### src/rtl/csum_pkg.sv
// Shared definitions for the Internet (ones' complement) checksum blocks.
//   CSUM_W     : checksum width in bits
//   CSUM_GOOD  : folded sum of a packet whose embedded checksum is correct
//   LANE_SUM_W : width of the per-beat masked lane sum (four 16-bit lanes)
//   ACC_W      : width of the on-the-fly folded packet accumulator
//   fold16     : adds the upper 16 bits of a 32-bit value into the low 16 bits
package csum_pkg;

  localparam int unsigned CSUM_W     = 16;
  localparam logic [CSUM_W-1:0] CSUM_GOOD = 16'hFFFF;
  localparam int unsigned LANE_SUM_W = 18;
  // acc[15:0] + acc[18:16] + lane_sum never exceeds 19 bits, so no length limit.
  localparam int unsigned ACC_W      = 19;

  function automatic logic [CSUM_W:0] fold16(input logic [31:0] v);
    return {1'b0, v[15:0]} + {1'b0, v[31:16]};
  endfunction

endpackage

### src/rtl/csum_lane_adder.sv
// Combinational masked lane adder for one beat.
// Every byte with keep=0 is replaced by 8'h00, then the 16-bit lanes are summed.
// Ports:
//   data     : beat data, network byte order (data[63:56] first on the wire)
//   keep     : byte enables, keep[i] qualifies data[8*i+7:8*i]
//   lane_sum : sum of the masked 16-bit lanes
module csum_lane_adder
  import csum_pkg::*;
#(
  parameter int unsigned DATA_W = 64,
  parameter int unsigned KEEP_W = DATA_W / 8
) (
  input  logic [DATA_W-1:0]     data,
  input  logic [KEEP_W-1:0]     keep,
  output logic [LANE_SUM_W-1:0] lane_sum
);

  localparam int unsigned Lanes = DATA_W / 16;

  logic [DATA_W-1:0] masked;

  always_comb begin
    masked = '0;
    for (int b = 0; b < KEEP_W; b++) begin
      masked[8*b +: 8] = data[8*b +: 8] & {8{keep[b]}};
    end
  end

  always_comb begin
    lane_sum = '0;
    for (int i = 0; i < Lanes; i++) begin
      lane_sum = lane_sum + LANE_SUM_W'(masked[16*i +: 16]);
    end
  end

endmodule

### src/rtl/checksum_verifier.sv
// Receive-side Internet checksum verifier.
// Streams a packet in DATA_W-bit beats, sums all kept bytes (including the
// embedded checksum field) in ones' complement and reports a verdict per
// packet: ok when the folded sum equals 16'hFFFF. Always ready, fixed
// 4-cycle latency from the last beat to chk_valid, one result per cycle.
// Ports:
//   clk, rst  : clock, asynchronous active-high reset
//   s_valid   : beat qualifier, consumed on every rising edge where high
//   s_data    : beat data, s_data[63:48] is the first 16-bit word
//   s_keep    : byte enables, s_keep[7] qualifies s_data[63:56]
//   s_last    : final beat of the packet
//   chk_valid : one-cycle pulse per completed packet
//   chk_ok    : folded sum == 16'hFFFF (valid with chk_valid, held otherwise)
//   chk_sum   : folded ones' complement sum (held between packets)
//   pkt_cnt   : completed packets, wraps
//   err_cnt   : failed packets, saturates at all-ones
module checksum_verifier
  import csum_pkg::*;
#(
  parameter int unsigned DATA_W = 64,
  parameter int unsigned KEEP_W = DATA_W / 8,
  parameter int unsigned CNT_W  = 16
) (
  input  logic              clk,
  input  logic              rst,
  input  logic              s_valid,
  input  logic [DATA_W-1:0] s_data,
  input  logic [KEEP_W-1:0] s_keep,
  input  logic              s_last,
  output logic              chk_valid,
  output logic              chk_ok,
  output logic [CSUM_W-1:0] chk_sum,
  output logic [CNT_W-1:0]  pkt_cnt,
  output logic [CNT_W-1:0]  err_cnt
);

  logic [LANE_SUM_W-1:0] lane_sum_c;
  logic [LANE_SUM_W-1:0] lane_sum;
  logic                  v_d;
  logic                  last_d;
  logic [ACC_W-1:0]      acc;
  logic [ACC_W-1:0]      nxt;
  logic [ACC_W-1:0]      fin;
  logic                  fin_v;
  logic [CSUM_W:0]       f1;
  logic                  f1_v;
  logic [CSUM_W-1:0]     sum_c;

  csum_lane_adder #(
    .DATA_W (DATA_W),
    .KEEP_W (KEEP_W)
  ) u_lane_adder (
    .data     (s_data),
    .keep     (s_keep),
    .lane_sum (lane_sum_c)
  );

  // Fold the accumulator's carries back in on every beat so it stays bounded.
  always_comb begin
    nxt = ACC_W'(acc[15:0]) + ACC_W'(acc[ACC_W-1:16]) + ACC_W'(lane_sum);
  end

  // f1 is at most 17'h10006, so one more end-around carry cannot overflow.
  always_comb begin
    sum_c = f1[CSUM_W-1:0] + CSUM_W'(f1[CSUM_W]);
  end

  always_ff @(posedge clk or posedge rst) begin
    if (rst) begin
      lane_sum  <= '0;
      v_d       <= 1'b0;
      last_d    <= 1'b0;
      acc       <= '0;
      fin       <= '0;
      fin_v     <= 1'b0;
      f1        <= '0;
      f1_v      <= 1'b0;
      chk_valid <= 1'b0;
      chk_ok    <= 1'b0;
      chk_sum   <= '0;
      pkt_cnt   <= '0;
      err_cnt   <= '0;
    end else begin
      // Stage 1: masked lane sum of the sampled beat.
      lane_sum <= lane_sum_c;
      v_d      <= s_valid;
      last_d   <= s_valid & s_last;

      // Stage 2: accumulate; on the last beat hand off and clear so the next
      // packet can start on the following beat. Idle gaps leave acc alone.
      fin_v <= v_d & last_d;
      if (v_d) begin
        if (last_d) begin
          fin <= nxt;
          acc <= '0;
        end else begin
          acc <= nxt;
        end
      end

      // Stage 3: first fold of the final sum.
      f1   <= fold16(32'(fin));
      f1_v <= fin_v;

      // Stage 4: final fold, verdict and statistics.
      chk_valid <= f1_v;
      if (f1_v) begin
        chk_sum <= sum_c;
        chk_ok  <= (sum_c == CSUM_GOOD);
        pkt_cnt <= pkt_cnt + CNT_W'(1);
        if ((sum_c != CSUM_GOOD) && (err_cnt != '1)) begin
          err_cnt <= err_cnt + CNT_W'(1);
        end
      end
    end
  end

endmodule

### config.mk
export PLATFORM = sky130hd
export DESIGN_NAME = checksum_verifier
export DESIGN_NICKNAME = d
export VERILOG_FILES = /design/src/rtl/csum_pkg.sv /design/src/rtl/csum_lane_adder.sv /design/src/rtl/checksum_verifier.sv
export SDC_FILE = /design/constraint.sdc
export NUM_CORES = 1
export LEC_CHECK = 0
export ABC_AREA = 1
export ABC_CLOCK_PERIOD_IN_PS = 14200
export CAP_MARGIN = 20
export CORE_UTILIZATION = 45
export DETAILED_ROUTE_END_ITERATION = 8
export GPL_TIMING_DRIVEN = 0
export HOLD_SLACK_MARGIN = 0.06
export PLACE_DENSITY = 0.74
export SETUP_SLACK_MARGIN = 0.1
export SYNTH_ARGS = -nofsm -noshare
export SYNTH_HDL_FRONTEND = slang
export SYNTH_HIERARCHICAL = 1
export SYNTH_SLANG_ARGS = --single-unit
### constraint.sdc
create_clock -name clk -period 14.2 [get_ports clk]
set_clock_uncertainty 0.1 [all_clocks]
set_input_delay 4.26 -clock clk [delete_from_list [all_inputs] [get_ports clk]]
set_output_delay 4.26 -clock clk [all_outputs]
set_load 0.03 [all_outputs]
; Yosys cells after proc, flatten, opt, wreduce, memory -nomap -nowiden
; Cells that the tools add are included.
[classes]
n_addsub = 9
eq_ne = 3
n_mux = 1
n_bitwise = 10
reduce_logical = 3
[ops]
columns = cell, n
row1 = bitwise AND 8 bit, 8
row2 = adder 18 x 16 -> 18 bit, 2
row3 = adder 16 x 3 -> 17 bit, 2
row4 = "adder 16 x 1 -> 16 bit, second input constant", 2
row5 = "!= test 16 bit, second input constant", 2
row6 = adder 17 x 18 -> 19 bit, 1
row7 = 2-to-1 mux 19 bit, 1
row8 = adder 16 x 16 -> 17 bit, 1
row9 = adder 16 x 1 -> 16 bit, 1
row10 = "equality test 16 bit, second input constant", 1
row11 = AND reduction 2 bit, 2
row12 = bitwise AND 1 bit, 2
row13 = logical AND 1 bit, 1
[totals]
ff_bits = 127
in_bits = 76
out_inout_bits = 50
wordCells = 39

; Longest topological paths before layout
[logic_depth]
ltp_word = 4
mapped_depth = 16
mapped_depth_nobuf = 15

; Cells and area by module
; The synthesis kept the hierarchy.
[by_module_without_submodules]
columns = mod, instances, cells_per_inst, area_per_inst_um2
row1 = checksum_verifier, 1, 763, 6563.8
row2 = csum_lane_adder, 1, 387, 2237.1

; Least setup slack after synthesis
; Ideal clock, no wire load.
[synth_path]
path_kind = input to register
startpoint = input s_keep[2]
endpoint = register lane_sum[15]
setup_time_ps = 117
t_arrival_ps = 6666
path_slack_ps = 7318
stages = 15
n_path_buf = 1
path_cell_list = clkbuf_1 -> nand2_1 -> inv_1 -> fa_1 -> fa_1 -> ha_1 -> fa_1 -> nand2_1 -> nand2_1 -> nand3b_1 -> nand2_1 -> nand2_1 -> nand2_1 -> nand2_1 -> nand2_1
[synth_between]
elab_chain_len = 4
[synth_rtl]
columns = item, line
row1 = from (decl), checksum_verifier.sv:28  ; input logic [KEEP_W-1:0] s_keep,
row2 = bitwise AND 8 bit, csum_lane_adder.sv:25  ; masked[8*b +: 8] = data[8*b +: 8] & {8{keep[b]}};
row3 = adder 16 x 16 -> 17 bit, csum_lane_adder.sv:32  ; lane_sum = lane_sum + LANE_SUM_W'(masked[16*i +: 16]);
row4 = adder 18 x 16 -> 18 bit (2 in series), csum_lane_adder.sv:32
row5 = named net lane_sum_c[15], checksum_verifier.sv:37  ; logic [LANE_SUM_W-1:0] lane_sum_c;
row6 = to (signal assigned), checksum_verifier.sv:85  ; lane_sum <= lane_sum_c;
row7 = to (decl), checksum_verifier.sv:38  ; logic [LANE_SUM_W-1:0] lane_sum;
; The timed path passes the listed nets, and every way through them passes these cells.
; A chain may end at the register's enable or synchronous reset.

; Worst setup path in the final report
[layout_path]
startpoint = input s_data[17]
endpoint = register lane_sum[15]
[layout_between]
elab_chain_len = 4
[layout_rtl]
columns = item, line
row1 = from (decl), checksum_verifier.sv:27  ; input logic [DATA_W-1:0] s_data,
row2 = bitwise AND 8 bit, csum_lane_adder.sv:25
row3 = adder 16 x 16 -> 17 bit, csum_lane_adder.sv:32
row4 = adder 18 x 16 -> 18 bit (2 in series), csum_lane_adder.sv:32
row5 = named net lane_sum_c[15], checksum_verifier.sv:37
; The timed path passes the listed nets, and every way through them passes these cells.

==> results by group <==
Layout
  • Final #Nets: 1453
  • Fin area: 0.0110 mm2
  • Share of cells above drive strength 1: 5.62%
  • Fillers: 1727
  • Most frequent cells in the layout: nand2_1 (371), inv_1 (205), dfrtp_1 (127)
  • Final core utilization: slightly below 60%
  • Seq. cell area: approximately 0.0032 mm2
  • Most common cell after layout, fill and taps aside: nand2_1
  • Syn-to-layout area delta: 24.7%
  • Area occupied by multi-input gates: approximately 0.0047 mm2
  • # diodes: 0

Die
  • I/O Pins: between 100 and 150
  • Die Span X: 142 um
  • Row count: 50
  • Initial core utilization: 46.4%
  • Die span in y: 142 um
  • CORE AREA: 0.0190 mm2
  • Die footprint: slightly above 0.02 mm2

Synth
  • Warnings from Yosys: 6
  • Post-synth EDFFs: 0
  • Most used DFF post-synth: dfrtp_1
  • Largest cells by area after synthesis: dfrtp_1 (36%), nand2_1 (16%), inv_1 (8.8%)
  • Seq/Total Area, Yosys: between 30% and 40%
  • Number of synthesized register bits: 127
  • Synth Instances: 1150
  • Post-synthesis area per instance: 7.65 um2
  • Top cell type's share of synthesized area: between 30% and 40%
  • Syn Nets: 1316
  • Ys async rst share: 100%
  • Post-Syn Area: 0.00880 mm2
  • Area leader, netlist: dfrtp_1
  • Unique masters post-synth: 39

GRT
  • Vias in the first global route: between 7000 and 8000
  • Busiest grt layer: met2
  • Met2 usage in global routing: 34.7%
  • Met3 usage: 3.78%
  • Total Routing Usage GR: 18.9%
  • Total gr overflow: 0
  • Antenna violations before repair: 0
  • First-pass GRT wire length: 31100 um
  • Met1 Usage GRT: between 20 and 25%
  • Largest net degree at the start of global routing: between 60 and 70

Power and ir drop
  • Combinational power share: 46.6%
  • P_leak: 5.80 nW
  • NetSw: 0.000803 W
  • Internal Pwr Total: between 0.001 and 0.0015 W
  • Clock Power Share: 23.9%
  • Max VDD drop: 0.109 mV
  • Power per cell area: 177 mW/mm2
  • Total power: 0.00194 W
  • Sequential power share: between 20% and 30%
  • Sw frac: between 40 and 50%

Clocking
  • CTS tree: done
  • CTS H-tree lvls: 4
  • CTS root buffer: clkbuf_16
  • Clock Latency Late Sink: 0.41 ns
  • Post-CTS Setup Bufs: 0
  • Cts hold-fix bufs: 0
  • Total CTS buffers: 17
  • Clock buffer depth: 2
  • Post-CTS Resized: 0
  • Sink Count: 127
  • Reg clk slew, reported paths: ~0.050 ns

Place
  • RD Place Congestion: 0.883
  • Detailed placer's ending HPWL: roughly 14000 um
  • DP Worst Slack: 6.84 ns
  • Post-DP Area: 0.0103 mm2
  • IO Port Bufs: 117

Setup path
  • Cell mode on critical path: nand2_1
  • Highest-delay cell along the critical path: fa_1
  • WP data arrival: 7.10 ns
  • Crit-path max cell delay: 0.49 ns
  • Reg2reg end: acc[11]
  • CP delay by family, top: adder cells
  • Critical path buffers and inverters: 2
  • Crit end category: register
  • Reg2reg start: lane_sum[1]
  • Sequence of cells on the critical path: clkdlybuf4s50_1, nand2_1, inv_1, fa_1, fa_1, ha_1, fa_1, nand2_1, nand2_1, nand3b_1, nand2_1, nand2_1, nand2_1, nand2_1, nand2_1
  • Reg2Reg Depth: 13
  • R2R Setup Slk: around 11 ns
  • Crit path launch type: input pin
  • Worst-path maximum fanout: 3
  • Required @ worst endpoint: 14.40 ns
  • Setup Crit Path Kind: input pin to register

Status
  • Outcome: complete, no violations

STA
  • Fin. max-slew vios: 0
  • Final setup violating endpoints: 0
  • Rel. slew slack: 59.6%
  • Final worst slack: ~7.3 ns
  • Worst-margin pin slew: 0.600 ns
  • Final period util: 48.6%
  • Maximum clock frequency: 145 MHz
  • Final Critical Period: a little under 7 ns
  • Fin. Hold Viols: 0
  • Setup TNS: 0 ns
  • RSZ-0062 raised after global routing: false

Hold path
  • Type of the most critical hold path: register to register
  • HP Start: fin_v
  • Hold EP: f1_v
  • Hold Path Cell Cnt: 0

Run
  • Max-Cap Viols: 0

Routing
  • DR DRC count: 0
  • Via count: 7402
  • Vias/cell: around 4.7
  • Drt total wl: 17500 um
  • Drt wl/cell: 11.2 um
  • First-pass detailed-route iteration total: 5
  • Final ANT Viol Nets: 0
  • DRT iter0 DRCs: approximately 320
[final cells by class]
type | instances | area share [%]
Buffer | 23 | 0.958
Clock buffer | 19 | 4.13
Clock inverter | 13 | 1.71
Inverter | 211 | 7.27
Multi-Input combinational cell | 789 | 43.1
Sequential cell | 127 | 29.0
Tap cell | 260 | 2.97
Timing Repair Buffer | 118 | 10.9
[state kept, by name, indices dropped and copies added, names as in the netlist]
name,flops
lane_sum,18
last_d,1
f1_v,1
fin,19
chk_valid,1
acc,19
f1,17
err_cnt,16
chk_ok,1
v_d,1
fin_v,1
pkt_cnt,16
chk_sum,16
[synthesized netlist by cell type, types with 3 or more instances]
| cell type | number |
|---|---|
| a21oi_1 | 23 |
| a31oi_1 | 7 |
| buf_2 | 3 |
| clkbuf_1 | 17 |
| dfrtp_1 | 127 |
| fa_1 | 37 |
| ha_1 | 53 |
| inv_1 | 206 |
| inv_2 | 4 |
| nand2_1 | 371 |
| nand2_2 | 8 |
| nand3_1 | 55 |
| nand3_2 | 4 |
| nand3b_1 | 4 |
| nand4_1 | 27 |
| nor2_1 | 64 |
| nor2_2 | 7 |
| nor3_1 | 14 |
| nor3_2 | 4 |
| o21ai_0 | 38 |
| xnor2_1 | 20 |
| xor2_1 | 34 |
[kinds of logic (layout without fill, tap and decap cells)]
group | Yosys count | in the layout | share of synthesized area [%]
DFF | 127 | 127 | 36.1
buffers and inverters | 234 | 384 | 10.2
AOI/OAI and AO/OA | 79 | 79 | 4.90
adders and majority gates | 90 | 90 | 16.0
and+or+nand+nor | 566 | 566 | 27.5
xor gates and xnor gates | 54 | 54 | 5.37
[power by group through the flow]
stage	Sequential, W	Combinational, W	Clock (W)
5_1_grt	0.000589	0.00102	0.000486
6_report	0.000572	0.000904	0.000464
2_1_floorplan	0.000613	0.000607	0
3_5_place_dp	0.000577	0.000885	0
4_1_cts	0.000572	0.000904	0.000470
3_3_place_gp	0.000573	0.000865	0
[routing by layer]
metal | vias up | share of wire [%] | routed length [um]
met5 | - | 0 | 0
met4 | 0 | 2.4 | 429
met3 | 33 | 4.7 | 831
met2 | 188 | 50 | 8730
met1 | 3354 | 43 | 7560
li1 | 3827 | - | -
[worst max-delay path by stage]
stage               start            to  slack [ns]  cells past startpoint
6_report       s_data[17]  lane_sum[15]        7.29                     15
5_1_grt        s_data[17]  lane_sum[15]        7.10                     15
4_1_cts        s_data[17]  lane_sum[15]        7.28                     15
3_5_place_dp   s_data[17]  lane_sum[15]        6.84                     15
3_3_place_gp          rst    chk_sum[1]        4.85                      2
2_1_floorplan         rst        acc[0]        6.46                      1
[per-stage QoR]
| stage | std cells | hold slack, ns |
|---|---|---|
| 2_1_floorplan | 1150 | 0.231 |
| 3_3_place_gp | 1527 | 0.233 |
| 3_5_place_dp | 1528 | 0.237 |
| 4_1_cts | 1560 | 0.249 |
| 5_1_grt | 1560 | 0.269 |
| 6_report | 1560 | 0.250 |
No activity file was read; power rests on OpenSTA's default activity.
